`src/rtl/wb_write_queue.sv`:
```
// wb_write_queue: in-order write-back buffer in front of the register file
// write port (A3/WD3/WE3). Requests arrive on a valid/ready handshake. They
// are held in a DEPTH-entry FIFO and drained one per cycle when drain_en allows.
// Build option: define WB_QUEUE_BYPASS_EN to add the decode bypass lookup.
// Without it, byp_hit1/2 and byp_d1/2 are tied to 0 and the ports stay present.
module wb_write_queue #(
    parameter int DEPTH = 4,
    parameter int XLEN  = 32
) (
    input  logic                     clk,
    input  logic                     rst,
    input  logic                     in_valid,
    output logic                     in_ready,
    input  logic [4:0]               in_rd,
    input  logic [XLEN-1:0]          in_data,
    input  logic                     drain_en,
    output logic                     we3,
    output logic [4:0]               a3,
    output logic [XLEN-1:0]          wd3,
    input  logic [4:0]               byp_a1,
    input  logic [4:0]               byp_a2,
    output logic                     byp_hit1,
    output logic                     byp_hit2,
    output logic [XLEN-1:0]          byp_d1,
    output logic [XLEN-1:0]          byp_d2,
    output logic [$clog2(DEPTH):0]   count
);

    localparam int PTR_W = $clog2(DEPTH);
    localparam int CNT_W = PTR_W + 1;

    logic [PTR_W-1:0] head_q, head_d;
    logic [PTR_W-1:0] tail_q, tail_d;
    logic [CNT_W-1:0] count_q, count_d;
    logic [DEPTH-1:0] valid_q, valid_d;
    logic [4:0]       rd_q   [DEPTH];
    logic [XLEN-1:0]  data_q [DEPTH];

    logic push;
    logic pop;

    // Handshake, drain port and next-state pointer/occupancy logic.
    // in_ready is gated by rst so it reads 0 while reset is held.
    // An in_rd of 0 completes the handshake, but nothing is stored for it.
    always_comb begin
        in_ready = rst && (count_q < CNT_W'(DEPTH));
        push     = in_valid && in_ready && (in_rd != 5'd0);
        pop      = drain_en && (count_q != '0);
        we3      = pop;
        a3       = (count_q != '0) ? rd_q[head_q]   : 5'd0;
        wd3      = (count_q != '0) ? data_q[head_q] : '0;

        head_d   = pop  ? head_q + PTR_W'(1) : head_q;
        tail_d   = push ? tail_q + PTR_W'(1) : tail_q;

        unique case ({push, pop})
            2'b10:   count_d = count_q + CNT_W'(1);
            2'b01:   count_d = count_q - CNT_W'(1);
            default: count_d = count_q;
        endcase

        // The head is never the tail slot when a push and a pop both happen:
        // a pop needs count > 0 and a push needs count < DEPTH.
        valid_d = valid_q;
        if (pop)  valid_d[head_q] = 1'b0;
        if (push) valid_d[tail_q] = 1'b1;
    end

    assign count = count_q;

    // Control state; an asynchronous reset drops every pending write.
    always_ff @(posedge clk or negedge rst) begin
        if (!rst) begin
            head_q  <= '0;
            tail_q  <= '0;
            count_q <= '0;
            valid_q <= '0;
        end else begin
            head_q  <= head_d;
            tail_q  <= tail_d;
            count_q <= count_d;
            valid_q <= valid_d;
        end
    end

    // Entry payload storage. It has no reset, because valid_q and count_q
    // decide whether an entry is live.
    always_ff @(posedge clk) begin
        if (push) begin
            rd_q[tail_q]   <= in_rd;
            data_q[tail_q] <= in_data;
        end
    end

`ifdef WB_QUEUE_BYPASS_EN
    // Youngest-match lookup: walk from head (oldest) to tail so that later
    // matches override earlier ones.
    always_comb begin
        logic [PTR_W-1:0] idx;
        idx      = '0;
        byp_hit1 = 1'b0;
        byp_hit2 = 1'b0;
        byp_d1   = '0;
        byp_d2   = '0;
        for (int i = 0; i < DEPTH; i++) begin
            idx = head_q + PTR_W'(i);
            if (valid_q[idx] && (byp_a1 != 5'd0) && (rd_q[idx] == byp_a1)) begin
                byp_hit1 = 1'b1;
                byp_d1   = data_q[idx];
            end
            if (valid_q[idx] && (byp_a2 != 5'd0) && (rd_q[idx] == byp_a2)) begin
                byp_hit2 = 1'b1;
                byp_d2   = data_q[idx];
            end
        end
    end
`else
    logic byp_unused;

    // The bypass is not built, so its outputs are held at 0.
    always_comb begin
        byp_unused = ^{byp_a1, byp_a2};
        byp_hit1   = 1'b0;
        byp_hit2   = 1'b0;
        byp_d1     = '0;
        byp_d2     = '0;
    end
`endif

endmodule

```
`config.mk`:
```
export PLATFORM = sky130hd
export DESIGN_NAME = wb_write_queue
export DESIGN_NICKNAME = d
export VERILOG_FILES = /design/src/rtl/wb_write_queue.sv
export SDC_FILE = /design/constraint.sdc
export NUM_CORES = 1
export LEC_CHECK = 0
export ABC_AREA = 1
export BUFFER_PORTS_ARGS = -buffer_cell sky130_fd_sc_hd__buf_2
export CAP_MARGIN = 20
export CORE_ASPECT_RATIO = 1.25
export CORE_MARGIN = 2
export CORE_UTILIZATION = 40
export DETAILED_ROUTE_END_ITERATION = 6
export PLACE_DENSITY_LB_ADDON = 0.1
export SYNTH_ARGS = -nofsm -noshare
export SYNTH_HDL_FRONTEND = slang
export SYNTH_SLANG_ARGS = --single-unit
```
`constraint.sdc`:
```
create_clock -name clk -period 4.39 [get_ports clk]
set_input_delay 0.2195 -clock clk [delete_from_list [all_inputs] [get_ports clk]]
set_output_delay 0.2195 -clock clk [all_outputs]
set_load 0.02 [all_outputs]
```
# Word level (Yosys, flattened, before mapping)
# Memories as Yosys holds them, arrays and structs flattened.
# Index checks and enable logic that the tools add are counted.
[word_totals]
regBits = 7
inputBits = 51
mem_count = 2
mem_bits_rw = 148
[mem_list]
columns = ["name", "words", "word_bits", "rd", "rd_ports_with_merged_regs", "write_ports", "line_no", "source"]
rows = [
  ["data_q", 4, 32, 1, 0, 1, "37", "logic [XLEN-1:0] data_q [DEPTH];"],
  ["rd_q", 4, 5, 1, 0, 1, "36", "logic [4:0] rd_q [DEPTH];"],
]
[op_classes]
magnitude_cmp = 1
reduce_logical = 7
mux = 5
eq_ne = 2
add_sub_neg = 4
[ops]
columns = ["op", "n"]
rows = [
  ["32-bit 2-to-1 mux", 1],
  ["3-bit one-hot mux with 2 select lines", 1],
  ["5-bit 2-to-1 mux", 1],
  ["5-bit nonzero test", 1],
  ["2-bit by 1-bit adder with 2-bit output (second input constant)", 2],
  ["1-bit logical AND", 4],
  ["3-bit by 1-bit adder with 3-bit output (second input constant)", 1],
  ["3-bit less-than comparator (second input constant)", 1],
  ["3-bit nonzero test", 1],
  ["3-bit by 1-bit subtractor with 3-bit output (second input constant)", 1],
  ["2-bit by 1-bit equality test with 1-bit output (second input constant)", 1],
  ["2-bit equality test (second input constant)", 1],
  ["1-bit 2-to-1 mux", 2],
  ["2-bit nonzero test", 1],
]

# Longest topological paths before layout
# Gate-level depths: netlist of the first run.
[logic_depth]
depth_word = 6
mapped_depth = 12

# Worst setup path after synthesis of the first run
# OpenSTA, ideal clock, no wires.
[synth_path]
path_kind = "register to register"
startpoint = "register count_q[2], in the netlist count[2]"
endpoint = "memory data_q[0][0] (enable)"
path_stages_with_launch = 6
setup_time_ps = 431
slack_ps = 1452
period_less_slack_ps = 2938
t_arrival_ps = 2506
cell_sequence = "dfrtp_1 inv_1 nand2_1 nor2_1 nand2_1 nor2_1"
[synth_between]
elab_chain_len = 6
[synth_lines]
columns = ["element", "line_no", "source"]
rows = [
  ["start: declaration", "34", "logic [CNT_W-1:0] count_q, count_d;"],
  ["start signal: assignment", "81", "count_q <= count_d;"],
  ["3-bit less-than comparator", "46", "in_ready = rst && (count_q < CNT_W'(DEPTH));"],
  ["1-bit logical AND", "46", ""],
  ["1-bit logical AND (2 in a row)", "47", "push = in_valid && in_ready && (in_rd != 5'd0);"],
  ["1-bit 2-to-1 mux", "89", "if (push) begin"],
  ["1-bit 2-to-1 mux (not written as such)", "91", "data_q[tail_q] <= in_data;"],
  ["end: declaration", "37", ""],
]
# No other way between the ends.

# Final worst setup path of the first run
[layout_path]
startpoint = "register head_q[0]"
endpoint = "output port wd3[1]"
[layout_between]
elab_chain_len = 2
[layout_lines]
columns = ["element", "line_no", "source"]
rows = [
  ["start: declaration", "32", "logic [PTR_W-1:0] head_q, head_d;"],
  ["start signal: assignment", "74", "head_q <= '0;"],
  ["start signal: assignment", "79", "head_q <= head_d;"],
  ["memory read 4 x 32 bit", "n/a", ""],
  ["32-bit 2-to-1 mux", "51", "wd3 = (count_q != '0) ? data_q[head_q] : '0;"],
  ["end: declaration", "19", "output logic [XLEN-1:0] wd3,"],
]
# No other way between the ends.

==> key figures, run 1 <==
Run status
  • Outcome: finished clean

STA
  • Final hold violation count: 0
  • Maximum clock skew at final layout: 0.00535 ns
  • Final worst path period need: around 2.7 ns
  • Number of endpoints failing setup at the final stage: 0
  • Worst-margin pin slew: just over 0.9 ns
  • Number of pins exceeding their max-slew limit in the final report: 0
  • Setup repair after global routing missed its margin: no
  • Hold_ws: roughly 0.016 ns
  • Accumulated negative setup slack: 0 ns
  • Max transition margin: a little under two fifths
  • Peak Freq: around 380 MHz
  • Final period util: between 60% and 70%

Place
  • Detailed placement HPWL: approximately 8.5 mm
  • Count of input and output buffers: between 80 and 90
  • Routability congestion estimate: 0.695
  • Count of placed standard cells including taps: between 1000 and 1500

Setup path
  • Crit Path Category: flip-flop to output port
  • Worst R2R Start: count[2]
  • WP buf/inv: 3
  • Largest delay contributor family on the critical path: buffers and inverters
  • Data required time at the worst endpoint: approximately 4.2 ns
  • Kind of launch point of the worst setup path: flip-flop
  • Crit Path Max Fanout: 44
  • Setup slack, reg-to-reg: 1.82 ns
  • Worst reg2reg endpoint: data_q[2][19]
  • Signal arrival time at the worst endpoint: about 2.4 ns
  • Cell-by-cell trace of the critical path: inv_2 -> buf_4 -> nand2_1 -> nand3_1 -> a21oi_1 -> buf_2
  • Cell with the largest stage delay on the worst path: sky130_fd_sc_hd__inv_2
  • Reg2reg path depth: 6
  • Largest stage delay on the critical path: 0.60 ns
  • Critical Path Start: head_q[0]
  • Endpoint kind of the worst setup timing path: output port

Floorplan
  • Initial standard-cell utilization of the core: 40.3%
  • IO Count: 159
  • CORE AREA: approximately 18000 um2
  • Core Rows: 55
  • Die X: about 120 um
  • Die outline area: ~19000 um2
  • DIE HEIGHT: 154 um

Routing
  • Post-DR vias/cell: 4.43
  • Post-Route WL: around 15 mm
  • Detailed-route DRC error count: 0
  • Via total after detailed routing: between 4000 and 5000
  • Wire length per cell after detailed routing: between 10 and 15 um
  • DRC marker count from the first detailed-route iteration: 199
  • Number of nets with antenna violations after detailed routing: 0
  • Count of TritonRoute iterations in the first routing pass: 6

Layout
  • Sequential Area: about 4600 um2
  • Multi-input combinational cell area: ~1600 um2
  • Syn-to-layout area delta: 13.6%
  • Final core area utilization: 45.8%
  • Share of cells above drive strength 1: about 16%
  • Layout fillers: ~1700
  • NumNets Final: between 800 and 900
  • Final Instance Count excl. Fillers: just over 1000

Hold path
  • Destination of the worst hold path: data_q[1][18]
  • Start point of the worst hold path: in_data[18]
  • Cell depth of the worst hold path: 1
  • Hold/Removal Path Class: input port to flip-flop

Power and ir drop
  • Leak: between 3 and 4 nW
  • Peak supply drop: around 480 uV
  • Power per unit of standard cell area: ~650 nW/um2
  • Total power of the final layout: between 5 and 6 mW

Global route
  • Total congestion overflow: 0
  • Antenna violations before repair: 1
  • Maximum number of pins on one net before global-route repair: 77
  • Overall routing resource usage: between 10% and 20%
  • Via count of the first global-routing pass: 4612
  • Wire length of the first global-routing pass: 23.7 mm

Clock network
  • Clk sinks: 155
  • Clock root buffer master: sky130_fd_sc_hd__clkbuf_16
  • TritonCTS Buffers: 17
  • Clock edge transition at the registers on the reported setup and hold paths: around 0.060 ns
  • Post-CTS setup buffers: 0
  • TritonCTS clock tree: done
  • H-tree depth: 4
  • Buffer depth of the longest clock path: 2
  • Number of cells upsized or downsized after cts: 0
  • Total of hold buffers inserted after clock tree synthesis: 1
  • Source-to-sink clock delay at the later pin of the worst-skew pair: ~0.41 ns

Synth
  • Number of standard cells after synthesis: around 710
  • Cell type contributing the most total cell area after synthesis: sky130_fd_sc_hd__edfxtp_1
  • Average footprint of a synthesized cell: roughly 10 um2
  • Synth Cell Area: between 7000 and 8000 um2
  • Number of flip-flops and latches in the synthesized netlist: roughly 160
  • Sequential cell area fraction in the yosys report: between 60% and 70%
  • Yosys synthesis warning count: 0
  • Distinct cell type count of the synthesized netlist: 19
  • Ranking of synthesized cells by area: sky130_fd_sc_hd__edfxtp_1 61%, sky130_fd_sc_hd__inv_1 8.5%, sky130_fd_sc_hd__nand2_1 8.5%
  • Share of Yosys cell area claimed by the top area cell type: roughly three fifths

Job
  • MaxCap Viol Count: 0
==> worst reg2reg max path: stages, from the launching register on <==
cell and delay (ns):
sky130_fd_sc_hd__dfrtp_1 0.39, sky130_fd_sc_hd__inv_1 0.11, sky130_fd_sc_hd__nand2_1 0.07, sky130_fd_sc_hd__nor2_1 0.17
sky130_fd_sc_hd__nand2_1 0.32, sky130_fd_sc_hd__nor2_4 0.78, sky130_fd_sc_hd__buf_4 0.40
==> state kept, by name (all words and copies together) (netlist names) <==
register  count
count         3
data_q      128
head_q        2
rd_q         20
tail_q        2
==> cell type report <==
type                    count  area share (%)
inverters                 167            7.61
clock buffers              17            5.17
diodes                      1          0.0304
repair buffers             91            5.83
flip-flops and latches    155            56.1
multi-input cells         364            19.6
well taps                 228            3.46
clock inverters            13            2.13
==> report_power, final <==
part,leakage (nW),switching (mW),internal [mW]
Sequential,1.42,0.0451,1.77
Clock,0.288,0.545,0.939
Combinational,2.12,1.46,0.565
Total,3.83,2.05,3.28
==> worst max-delay path by stage <==
stage               endpoint  depth (start not counted)
2_1_floorplan   data_q[0][0]                          5
4_1_cts               wd3[8]                          6
6_report              wd3[1]                          6
3_3_place_gp   data_q[1][22]                          6
3_5_place_dp   data_q[2][12]                          6
5_1_grt                a3[0]                          6
==> layer usage <==
metal,global-route usage (%),part of all wire [%],vias up
li1,-,-,2264
met1,19.2,43,2180
met2,28.1,51,136
met3,4.77,5.3,12
met4,5.83,1.3,0
met5,0,0,-
==> per-stage QoR <==
step	cell area (um2)	worst slack, ns
finish	8230	1.73
global route	8230	1.50
CTS	8230	1.67
detailed placement	7620	1.78
global placement	7620	1.82
floorplan	7490	1.45
==> cells in the mapped netlist <==
cell / n
sky130_fd_sc_hd__dfrtp_1: 7
sky130_fd_sc_hd__o21ai_0: 2
sky130_fd_sc_hd__inv_1: 164
sky130_fd_sc_hd__clkbuf_1: 4
sky130_fd_sc_hd__buf_6: 4
sky130_fd_sc_hd__a21oi_1: 37
sky130_fd_sc_hd__edfxtp_1: 148
sky130_fd_sc_hd__inv_2: 3
sky130_fd_sc_hd__conb_1: 1
sky130_fd_sc_hd__buf_4: 70
sky130_fd_sc_hd__buf_2: 13
sky130_fd_sc_hd__nor2_1: 7
sky130_fd_sc_hd__fa_1: 1
sky130_fd_sc_hd__nand2_1: 164
sky130_fd_sc_hd__buf_1: 2
sky130_fd_sc_hd__nand4_1: 1
sky130_fd_sc_hd__xnor2_1: 2
sky130_fd_sc_hd__nand3_1: 79
sky130_fd_sc_hd__ha_1: 5
==> layout by cell type, fill, tap and decap left out <==
cell type                       netlist  routed
sky130_fd_sc_hd__a21oi_1             37      37
sky130_fd_sc_hd__buf_2               13      82
sky130_fd_sc_hd__buf_4               70       8
sky130_fd_sc_hd__bufinv_16            0       4
sky130_fd_sc_hd__clkbuf_16            0      17
sky130_fd_sc_hd__clkinv_1             0       1
sky130_fd_sc_hd__clkinv_2             0       4
sky130_fd_sc_hd__clkinvlp_4           0       3
sky130_fd_sc_hd__conb_1               1      66
sky130_fd_sc_hd__dfrtp_1              7       5
sky130_fd_sc_hd__dfrtp_2              0       2
sky130_fd_sc_hd__diode_2              0       1
sky130_fd_sc_hd__dlygate4sd3_1        0       1
sky130_fd_sc_hd__edfxtp_1           148     148
sky130_fd_sc_hd__fa_1                 1       1
sky130_fd_sc_hd__ha_1                 5       5
sky130_fd_sc_hd__inv_1              164     164
sky130_fd_sc_hd__inv_2                3       3
sky130_fd_sc_hd__inv_6                0       1
sky130_fd_sc_hd__nand2_1            164     164
sky130_fd_sc_hd__nand3_1             79      79
sky130_fd_sc_hd__nand4_1              1       1
sky130_fd_sc_hd__nor2_1               7       3
sky130_fd_sc_hd__nor2_4               0       4
sky130_fd_sc_hd__o21ai_0              2       2
sky130_fd_sc_hd__xnor2_1              2       2
==> logic make-up after synthesis <==
group	share of synthesized area (%)
buffers and inverters	17.7
XOR/XNOR	0.242
AO/OA/AOI/OAI	2.69
adder cells (fa/ha/maj)	1.14
AND/OR/NAND/NOR	14.4
flip-flops	63.7
other	0.0517
No activity file was read; power rests on OpenSTA's default activity.
==> run 2, diff against run 1 <==
- clock period: 4.39 -> 2.2 ns (I/O delays scaled with it)
==> key figures, run 2 (synthesis results as in run 1) <==
Power and ir drop
  • Leak: 4.04 nW
  • Sequential group share of total power: between 30 and 40%
  • Part of the total power dissipated in the clock network: about a quarter
  • Sw Share: between 30% and 40%
  • Power spent charging and discharging nets: 4.22 mW
  • Logic pwr share: approximately two fifths
  • Peak supply drop: 640 uV
  • Cell internal pwr: 6.51 mW
  • Power per unit of standard cell area: roughly 1200 nW/um2

Place
  • Routability congestion estimate: ~0.7
  • Detailed placement HPWL: between 9 and 10 mm
  • Count of input and output buffers: between 80 and 90

Floorplan
  • Core Rows: 55
  • Die X: ~120 um
  • CORE AREA: around 18000 um2
  • IO Count: about 160
  • Die outline area: just under 20000 um2
  • Initial standard-cell utilization of the core: around two fifths
  • DIE HEIGHT: between 150 and 200 um

Clock network
  • TritonCTS Buffers: 17
  • Buffer depth of the longest clock path: 2
  • Number of cells upsized or downsized after cts: 0
  • Source-to-sink clock delay at the later pin of the worst-skew pair: roughly 0.43 ns
  • Clock root buffer master: sky130_fd_sc_hd__clkbuf_16
  • H-tree depth: 4
  • Clk sinks: between 150 and 200
  • TritonCTS clock tree: done
  • Clock edge transition at the registers on the reported setup and hold paths: about 0.06 ns

Setup path
  • Crit Path Max Fanout: 39
  • WP buf/inv: 2
  • Cell with the largest stage delay on the worst path: sky130_fd_sc_hd__buf_4
  • Crit Path Category: flip-flop to output port
  • Signal arrival time at the worst endpoint: around 1.9 ns
  • Data required time at the worst endpoint: 2.09 ns
  • Largest delay contributor family on the critical path: buffers and inverters
  • Cell-by-cell trace of the critical path: buf_4 -> nand3_1 -> a21oi_1 -> buf_2
  • Largest stage delay on the critical path: 0.48 ns
  • Kind of launch point of the worst setup path: flip-flop
  • Endpoint kind of the worst setup timing path: output port

Routing
  • Wire length per cell after detailed routing: 14.0 um
  • Number of nets with antenna violations after detailed routing: 0
  • DRC marker count from the first detailed-route iteration: between 200 and 300
  • Via total after detailed routing: 4785
  • Detailed-route DRC error count: 0
  • Count of TritonRoute iterations in the first routing pass: 4
  • Post-Route WL: between 15 and 20 mm
  • Post-DR vias/cell: around 4.4

STA
  • Max transition margin: ~62%
  • Number of pins exceeding their max-slew limit in the final report: 0
  • Accumulated negative setup slack: 0 ns
  • Peak Freq: between 400 and 500 MHz
  • Worst-margin pin slew: 0.564 ns
  • Maximum clock skew at final layout: about 0.008 ns
  • Number of endpoints failing setup at the final stage: 0
  • Final period util: 92.2%
  • Setup repair after global routing missed its margin: no
  • Final worst path period need: 2.03 ns
  • Final hold violation count: 0

Layout
  • Share of cells above drive strength 1: about 16%
  • Sequential Area: 4620 um2
  • Most frequent cells in the layout: 164 x sky130_fd_sc_hd__inv_1, 164 x sky130_fd_sc_hd__nand2_1, 148 x sky130_fd_sc_hd__edfxtp_1
  • NumNets Final: 900
  • Multi-input combinational cell area: between 1500 and 2000 um2
  • Number of antenna repair diodes: 0
  • Most flop-heavy register: data_q
  • Flip-flop count of the largest register after layout: around 130
  • Layout fillers: roughly 1700
  • Final core area utilization: between 40% and 50%
  • Syn-to-layout area delta: 20.5%

Global route
  • Overall routing resource usage: between 10% and 20%
  • Antenna violations before repair: 0
  • Wire length of the first global-routing pass: 23.8 mm
  • Maximum number of pins on one net before global-route repair: 45
  • Total congestion overflow: 0
  • Via count of the first global-routing pass: about 4600

Job
  • MaxCap Viol Count: 0

Hold path
  • Hold/Removal Path Class: input port to async pin

Run status
  • Outcome: finished clean
[run 2: cell types whose count changed in the layout (fill, tap and decap cells not counted)]
cell / previous run / this run
sky130_fd_sc_hd__dlygate4sd3_1: 1 / 39
sky130_fd_sc_hd__buf_12: 0 / 6
sky130_fd_sc_hd__buf_4: 8 / 11
sky130_fd_sc_hd__clkinv_4: 0 / 3
sky130_fd_sc_hd__bufinv_16: 4 / 2
sky130_fd_sc_hd__clkinv_2: 4 / 2
sky130_fd_sc_hd__clkbuf_1: 0 / 1
sky130_fd_sc_hd__clkinvlp_4: 3 / 4
sky130_fd_sc_hd__diode_2: 1 / 0
sky130_fd_sc_hd__inv_6: 1 / 2
[run 2: cell type report]
class / count / area share, %
Tap cell: 228 / 3.27
Clock inverter: 14 / 1.69
Multi-Input combinational cell: 364 / 18.5
Sequential cell: 155 / 52.9
Timing Repair Buffer: 138 / 11.5
Clock buffer: 18 / 4.92
Inverter: 167 / 7.18
[run 2: what timing repair did]
action,in CTS,in global routing
hold buffers,39,0
hold endpoints to repair,156,0
setup buffers,0,0
[run 2: power by group through the flow]
stage	logic [mW]	clock network, mW	registers (mW)
2_1_floorplan	2.94	0	3.70
3_3_place_gp	4.26	0	3.68
3_5_place_dp	4.30	0	3.69
4_1_cts	4.37	2.89	3.63
5_1_grt	4.71	3.02	3.65
6_report	4.28	2.82	3.63
[run 2: path summary, 6_finish.rpt]
| kind | endpoint | slack [ns] | from | cells past startpoint |
|---|---|---|---|---|
| worst min register to register | count[2] | 0.51 | count[2] | 2 |
| worst max register to register | count[2] | 0.34 | count[0] | 11 |
| worst min-delay path | count[1] | 0.04 | rst | 2 |
| worst max-delay path | wd3[31] | 0.17 | head_q[1] | 4 |
| min in group clk | tail_q[1] | 0.05 | in_valid | 5 |
| max in group asynchronous | head_q[0] | 1.97 | rst | 2 |
[run 2: through the flow]
| step | cell area (um2) | total power [mW] | setup slack [ns] | hold WS, ns | std cells |
|---|---|---|---|---|---|
| 2_1_floorplan | 7500 | 6.64 | -0.172 | -0.186 | 779 |
| 3_3_place_gp | 7760 | 7.93 | 0.437 | -0.0435 | 1013 |
| 3_5_place_dp | 7760 | 7.99 | 0.363 | -0.0394 | 1013 |
| 4_1_cts | 8730 | 10.9 | 0.136 | 0.0309 | 1084 |
| 5_1_grt | 8730 | 11.4 | 0.0626 | 0.0606 | 1084 |
| 6_report | 8730 | 10.7 | 0.172 | 0.0449 | 1084 |
[run 2: per-layer routing]
metal  track usage (%)  vias to the layer above  routed length, um
met3              4.05                       23                706
met2              29.1                      150               7810
met4              5.94                        0                264
met1              18.9                     2249               6410
met5                 0                        -                  0
li1                  -                     2363                  -
